### config.mk
export PLATFORM = sky130hd
export DESIGN_NAME = bleuart_rx_ctrl
export DESIGN_NICKNAME = d
export VERILOG_FILES = /design/src/rtl/bleuart_pkg.sv /design/src/rtl/bleuart_idle_det.sv /design/src/rtl/bleuart_rx_ctrl.sv
export SDC_FILE = /design/constraint.sdc
export NUM_CORES = 1
export LEC_CHECK = 0
export CORE_ASPECT_RATIO = 0.5
export CORE_UTILIZATION = 35
export CTS_CLUSTER_SIZE = 40
export DETAILED_ROUTE_END_ITERATION = 8
export PLACE_DENSITY = 0.62
export SETUP_SLACK_MARGIN = 0.5
export SYNTH_ARGS = -nofsm -noshare
export SYNTH_HDL_FRONTEND = slang
export SYNTH_SLANG_ARGS = --single-unit
### constraint.sdc
create_clock -name clk -period 1.9 [get_ports clk]
set_input_delay 0.285 -clock clk [delete_from_list [all_inputs] [get_ports clk]]
set_output_delay 0.285 -clock clk [all_outputs]
set_load 0.02 [all_outputs]
### src/rtl/bleuart_pkg.sv
`default_nettype none
// ----------------------------------------------------------------------------
// bleuart_pkg : shared states, default sizes and counter-width helper for the
// BLE UART receive path.                                              Rev 1.0
// ----------------------------------------------------------------------------
package bleuart_pkg;

   typedef enum logic [2:0] {
      ST_IDLE   = 3'd0,
      ST_START  = 3'd1,
      ST_DATA   = 3'd2,
      ST_PARITY = 3'd3,
      ST_STOP   = 3'd4
   } state_t;

   localparam int DATA_BITS_DEF = 8;
   localparam int IDLE_BITS_DEF = 16;
   localparam int WDOG_DEF      = 2048;

   // Bits needed to hold the value max_val itself
   function automatic int cnt_w(input int max_val);
      return (max_val < 2) ? 1 : $clog2(max_val + 1);
   endfunction

   localparam int WD_W   = cnt_w(WDOG_DEF);
   localparam int IDLE_W = cnt_w(IDLE_BITS_DEF);

endpackage
`default_nettype wire

### src/rtl/bleuart_idle_det.sv
`default_nettype none
// ----------------------------------------------------------------------------
// bleuart_idle_det : counts bit-period ticks of idle line after a delivered
// byte and pulses msg_end once per message.                           Rev 1.0
// ----------------------------------------------------------------------------
module bleuart_idle_det
   import bleuart_pkg::*;
#(
   parameter int IDLE_BITS = IDLE_BITS_DEF,
   parameter int CNT_W     = IDLE_W
) (
   input  logic clk,
   input  logic rst,
   input  logic i_rx,
   input  logic i_lrx,
   input  logic i_idle,
   input  logic i_tick,
   input  logic i_arm_set,
   output logic o_msg_end
);

   localparam logic [CNT_W-1:0] c_SAT = CNT_W'(IDLE_BITS);

   logic [CNT_W-1:0] r_cnt;
   logic             r_arm;
   logic             r_msg_end;
   logic             w_hit;
   logic             w_clr;

   assign w_hit = r_arm & (r_cnt == c_SAT);
   assign w_clr = ~i_idle | ~i_rx | (i_rx != i_lrx);

   always_ff @(posedge clk or negedge rst) begin
      if (!rst) begin
         r_cnt     <= '0;
         r_arm     <= 1'b0;
         r_msg_end <= 1'b0;
      end else begin
         // Saturating count keeps a long idle from firing twice
         if (w_clr) begin
            r_cnt <= '0;
         end else if (i_tick && (r_cnt != c_SAT)) begin
            r_cnt <= r_cnt + 1'b1;
         end

         if (i_arm_set) begin
            r_arm <= 1'b1;
         end else if (w_hit) begin
            r_arm <= 1'b0;
         end

         r_msg_end <= w_hit;
      end
   end

   assign o_msg_end = r_msg_end;

endmodule
`default_nettype wire

### src/rtl/bleuart_rx_ctrl.sv
`default_nettype none
// ----------------------------------------------------------------------------
// bleuart_rx_ctrl : BLE UART receive-frame sequencer with valid/ready output.
// Macro BLEUART_RX_PARITY_EN adds an even-parity state and parity_err. Rev 1.0
// ----------------------------------------------------------------------------
module bleuart_rx_ctrl
   import bleuart_pkg::*;
#(
   parameter int DATA_BITS = DATA_BITS_DEF,
   parameter int IDLE_BITS = IDLE_BITS_DEF,
   parameter int WDOG      = WDOG_DEF
) (
   input  logic                 clk,
   input  logic                 rst,
   input  logic                 rx,
   input  logic                 r_tick,
   input  logic                 tick,
   output logic [DATA_BITS-1:0] data,
   output logic                 valid,
   input  logic                 ready,
   output logic                 frame_err,
   output logic                 overrun,
   output logic                 msg_end,
`ifdef BLEUART_RX_PARITY_EN
   output logic                 parity_err,
`endif
   output logic                 busy
);

   localparam int c_BC_W = (DATA_BITS < 2) ? 1 : $clog2(DATA_BITS);
   localparam logic [c_BC_W-1:0] c_BC_LAST = c_BC_W'(DATA_BITS - 1);
   // Watchdog counter is never narrower than the default-size counter
   localparam int c_WD_W = (cnt_w(WDOG) > WD_W) ? cnt_w(WDOG) : WD_W;
   localparam logic [c_WD_W-1:0] c_WD_LAST = c_WD_W'(WDOG - 1);
`ifdef BLEUART_RX_PARITY_EN
   localparam state_t c_AFTER_DATA = ST_PARITY;
`else
   localparam state_t c_AFTER_DATA = ST_STOP;
`endif

   state_t               r_state;
   state_t               w_state_nxt;
   logic                 r_lrx;
   logic [c_BC_W-1:0]    r_bitcnt;
   logic [DATA_BITS-1:0] r_shift;
   logic [DATA_BITS-1:0] r_data;
   logic                 r_valid;
   logic                 r_frame_err;
   logic                 r_overrun;
   logic [c_WD_W-1:0]    r_wd;

   logic                 w_fall;
   logic                 w_in_idle;
   logic                 w_wd_expire;
   logic                 w_shift_en;
   logic                 w_bc_clr;
   logic                 w_stop_ok;
   logic                 w_stop_bad;
`ifdef BLEUART_RX_PARITY_EN
   logic                 r_parity_err;
   logic                 w_par_bad;
`endif

   assign w_fall      = r_lrx & ~rx;
   assign w_in_idle   = (r_state == ST_IDLE);
   assign w_wd_expire = ~w_in_idle & ~r_tick & (r_wd == c_WD_LAST);

   always_comb begin
      w_state_nxt = r_state;
      w_shift_en  = 1'b0;
      w_bc_clr    = 1'b0;
      w_stop_ok   = 1'b0;
      w_stop_bad  = 1'b0;
`ifdef BLEUART_RX_PARITY_EN
      w_par_bad   = 1'b0;
`endif
      case (r_state)
         ST_IDLE: begin
            if (w_fall) begin
               w_state_nxt = ST_START;
               w_bc_clr    = 1'b1;
            end
         end
         ST_START: begin
            if (r_tick) begin
               w_state_nxt = rx ? ST_IDLE : ST_DATA;
            end
         end
         ST_DATA: begin
            if (r_tick) begin
               w_shift_en = 1'b1;
               if (r_bitcnt == c_BC_LAST) begin
                  w_state_nxt = c_AFTER_DATA;
               end
            end
         end
`ifdef BLEUART_RX_PARITY_EN
         ST_PARITY: begin
            if (r_tick) begin
               w_par_bad   = (rx != (^r_shift));
               w_state_nxt = ST_STOP;
            end
         end
`endif
         ST_STOP: begin
            if (r_tick) begin
               w_stop_ok   = rx;
               w_stop_bad  = ~rx;
               w_state_nxt = ST_IDLE;
            end
         end
         default: w_state_nxt = ST_IDLE;
      endcase
      // Expiry only happens in a cycle without r_tick, so no sample is lost
      if (w_wd_expire) begin
         w_state_nxt = ST_IDLE;
      end
   end

   always_ff @(posedge clk or negedge rst) begin
      if (!rst) begin
         r_state     <= ST_IDLE;
         r_lrx       <= 1'b1;
         r_bitcnt    <= '0;
         r_shift     <= '0;
         r_data      <= '0;
         r_valid     <= 1'b0;
         r_frame_err <= 1'b0;
         r_overrun   <= 1'b0;
         r_wd        <= '0;
      end else begin
         r_state <= w_state_nxt;
         r_lrx   <= rx;

         if (w_bc_clr) begin
            r_bitcnt <= '0;
         end else if (w_shift_en) begin
            r_bitcnt <= r_bitcnt + 1'b1;
         end

         if (w_shift_en) begin
            r_shift <= {rx, r_shift[DATA_BITS-1:1]};
         end

         if (w_in_idle || r_tick) begin
            r_wd <= '0;
         end else begin
            r_wd <= r_wd + 1'b1;
         end

         r_frame_err <= w_stop_bad | w_wd_expire;
         r_overrun   <= w_stop_ok & r_valid & ~ready;

         // A byte accepted in the same cycle frees the slot for the new one
         if (w_stop_ok && (!r_valid || ready)) begin
            r_data  <= r_shift;
            r_valid <= 1'b1;
         end else if (r_valid && ready) begin
            r_valid <= 1'b0;
         end
      end
   end

`ifdef BLEUART_RX_PARITY_EN
   always_ff @(posedge clk or negedge rst) begin
      if (!rst) begin
         r_parity_err <= 1'b0;
      end else begin
         r_parity_err <= w_par_bad;
      end
   end

   assign parity_err = r_parity_err;
`endif

   bleuart_idle_det #(
      .IDLE_BITS (IDLE_BITS),
      .CNT_W     (cnt_w(IDLE_BITS))
   ) u_idle_det (
      .clk       (clk),
      .rst       (rst),
      .i_rx      (rx),
      .i_lrx     (r_lrx),
      .i_idle    (w_in_idle),
      .i_tick    (tick),
      .i_arm_set (w_stop_ok),
      .o_msg_end (msg_end)
   );

   assign data      = r_data;
   assign valid     = r_valid;
   assign frame_err = r_frame_err;
   assign overrun   = r_overrun;
   assign busy      = ~w_in_idle;

endmodule
`default_nettype wire

==> out/metrics.yaml <==
run_status:
  status: "finished, final reports clean"
timing:
  finalHoldViolCount: 0
  holdWs_ns: 0.1899
  min_period_over_period_pct: 83.03
  max_freq_ghz: 0.6339
  period_needed_ns: 1.578
  tns_ns: 0
  slew_headroom_pct: 75.75
  skew_ns: 0.01022
  grt_setup_unrepaired: "true"
  slew_viol_final: 0
  setup_viol: 0
  tightest_slew_ns: 0.3546
final_layout:
  seq_area_um2: 1131
  final_area_um2: 2631
  drive_gt1_share_pct: 30.70
  fillers: 472
  antenna_cells: 0
  finalNetCount: 226
  area_growth_pct: 33.44
  fin_util_pct: 51.02
  mostFrequentLayoutCell: "dfrtp_1"
  most-common-layout-cells: "41 x dfrtp_1, 23 x nor2_1, 18 x buf_4"
  multi_input_area_um2: 928.4
placement:
  gp_congestion: 0.7330
  dpl-instance-area_um2: 2365
  portBuffers: 18
  dpl.hpwl_mm: 2.391
setup_path:
  reg2reg_from: "r_wd[0]"
  cpMaxStageDelayCell: "or4_4"
  critPathMaxFanout: 4
  crit_arrival_ns: 1.76
  crit_family: "simple AND/OR/NAND/NOR gates"
  cpPeakStageDelay_ns: 0.50
  start_kind: "flip-flop"
  crit_chain: "ha_4 > and3_4 > nand2_2 > or4_4 > o21a_1"
  cp_num_buf_inv: 0
  crit_type: "reg -> reg"
  critPathLaunch: "r_wd[0]"
  crit_required_ns: 2.08
  end_kind: "flip-flop"
power:
  p_leak_nw: 1.274
  power_density_nw_per_um2: 935.1
  peakVddDrop_v: 0.0003689
clock_tree:
  clk_pin_slew_ns: 0.09
  cts_tree: "done"
  root_buffer: "clkbuf_8"
  insertion_delay_ns: 0.29
  htreeDepth: 2
  cts_buffer_depth: 2
  cts.sinks: 45
  numCtsBuffers: 5
route:
  wirelength_mm: 3.637
  first_iter_violations: 30
  via_count: 1350
  drc_errors: 0
  dr.pass1.iters: 4
  ant_nets: 0
  routedWlPerCell_um: 12.76
  vias_per_cell: 4.737
min_path:
  hold_path.class: "in -> reg"
  min_from: "rx"
floorplanning:
  die_w_um: 108.2
  placementRows: 18
  core_um2: 5157
  start_util_pct: 38.23
  die_h_um: 55.08
  die_area_um2: 5956
  io_pins: 19
yosys:
  synth_nets: 180
  syn_area_per_cell_um2: 11.74
  synth_warnings: 0
  syn_area_um2: 1972
  ys_seq_area_share_pct: 57.17
  synth.distinct_cells: 35
  ys_ff_latch: 45
  synthCells: 168
global_routing:
  first_global_vias: 1343
  grt_pass1_wl_mm: 5.940
  antenna_found_initial: 0
  overflow: 0
  grt_util_all_layers_pct: 13.52
  grt_max_degree: 22
job:
  cap_violations: 0
sequential cells by signal, summed over array words and instances, names as in the netlist:
register              flops
data                      8
u_idle_det.r_cnt          5
r_lrx                     1
u_idle_det.r_arm          1
r_wd                     12
r_bitcnt                  3
u_idle_det.o_msg_end      1
r_shift                   8
valid                     1
r_state                   3
frame_err                 1
overrun                   1
metal layers:
layer | GRT usage, % | share of wire, % | routed length [µm]
met1 | 16.69 | 47 | 1717
met2 | 23.35 | 49 | 1791
met3 | 4.215 | 3.0 | 108
met4 | 4.110 | 0.52 | 19
met5 | 0 | 0 | 0
metrics by stage:
| step | total power, mW | instances | setup WS [ns] |
|---|---|---|---|
| global placement | 1.670 | 262 | 0.06130 |
| global route | 2.609 | 285 | 0.2482 |
| CTS | 2.421 | 281 | 0.3265 |
| detailed placement | 1.683 | 262 | 0.03502 |
| finish | 2.461 | 285 | 0.3225 |
| floorplan | 1.500 | 168 | 0.3064 |
power by group:
| part | switching, mW | internal [mW] |
|---|---|---|
| Combinational | 0.293 | 0.417 |
| Sequential | 0.105 | 1.07 |
| Clock | 0.317 | 0.259 |
| Total | 0.716 | 1.74 |
final timing paths:
kind | to | slack (ns) | cells after the start
worst max-delay path | r_state[0] | 0.32 | 5
worst min-delay path | r_lrx | 0.19 | 1
worst max register to register | r_state[0] | 0.32 | 5
worst min register to register | u_idle_det.r_arm | 0.49 | 2
max in group asynchronous | r_lrx | 1.02 | 3
min in group asynchronous | r_wd[6] | 0.36 | 2
cell families after synthesis:
group,share of synthesized area (%)
adder cells (fa/ha/maj),3.807
AND/OR/NAND/NOR,18.53
flip-flops,57.17
AO/OA/AOI/OAI,2.284
XOR/XNOR,6.218
multiplexers,10.15
buffers and inverters,1.840
synth_stat cells, drive strengths merged:
cell type / n / area [µm²]
nor2: 23 / 86.33
mux2: 16 / 180.2
and3: 3 / 18.77
and2: 2 / 12.51
nand3b: 1 / 7.510
buf: 2 / 10.01
nand4bb: 1 / 11.26
nand2: 10 / 37.54
nor3: 3 / 20.02
a2111oi: 1 / 8.760
clkbuf: 1 / 3.750
a21oi: 3 / 15.01
xor2: 9 / 78.83
or2: 1 / 8.760
nand4b: 1 / 8.760
a32oi: 1 / 8.760
or3: 1 / 6.260
nand3: 10 / 50.05
inv: 6 / 22.52
o21ai: 1 / 5.000
or3b: 1 / 8.760
and2b: 2 / 15.01
or4: 1 / 11.26
mux2i: 2 / 20.02
dfrtp: 44 / 1101
o21a: 1 / 7.510
nand2b: 1 / 6.260
ha: 6 / 75.07
nor2b: 1 / 6.260
and3b: 2 / 17.52
nand4: 4 / 25.02
dfstp: 1 / 26.28
nor3b: 1 / 7.510
xnor2: 5 / 43.79
area by class of cell:
type | count | share of cell area, %
Clock buffer | 6 | 2.758
Clock inverter | 2 | 0.5706
Inverter | 6 | 0.8559
Multi-Input combinational cell | 114 | 35.28
Sequential cell | 45 | 42.99
Tap cell | 70 | 3.329
Timing Repair Buffer | 42 | 14.22
timing repair:
action | 4_1_cts | 5_1_grt
hold buffers | 1 | 0
gates cloned | 0 | 0
setup buffers | 10 | 4
endpoints found under the hold margin | 6 | 0
endpoints found under the setup margin | 36 | 27
resized for setup | 26 | 10
pin swaps | 1 | 2
Note: power is estimated with default switching activity, not from simulation.
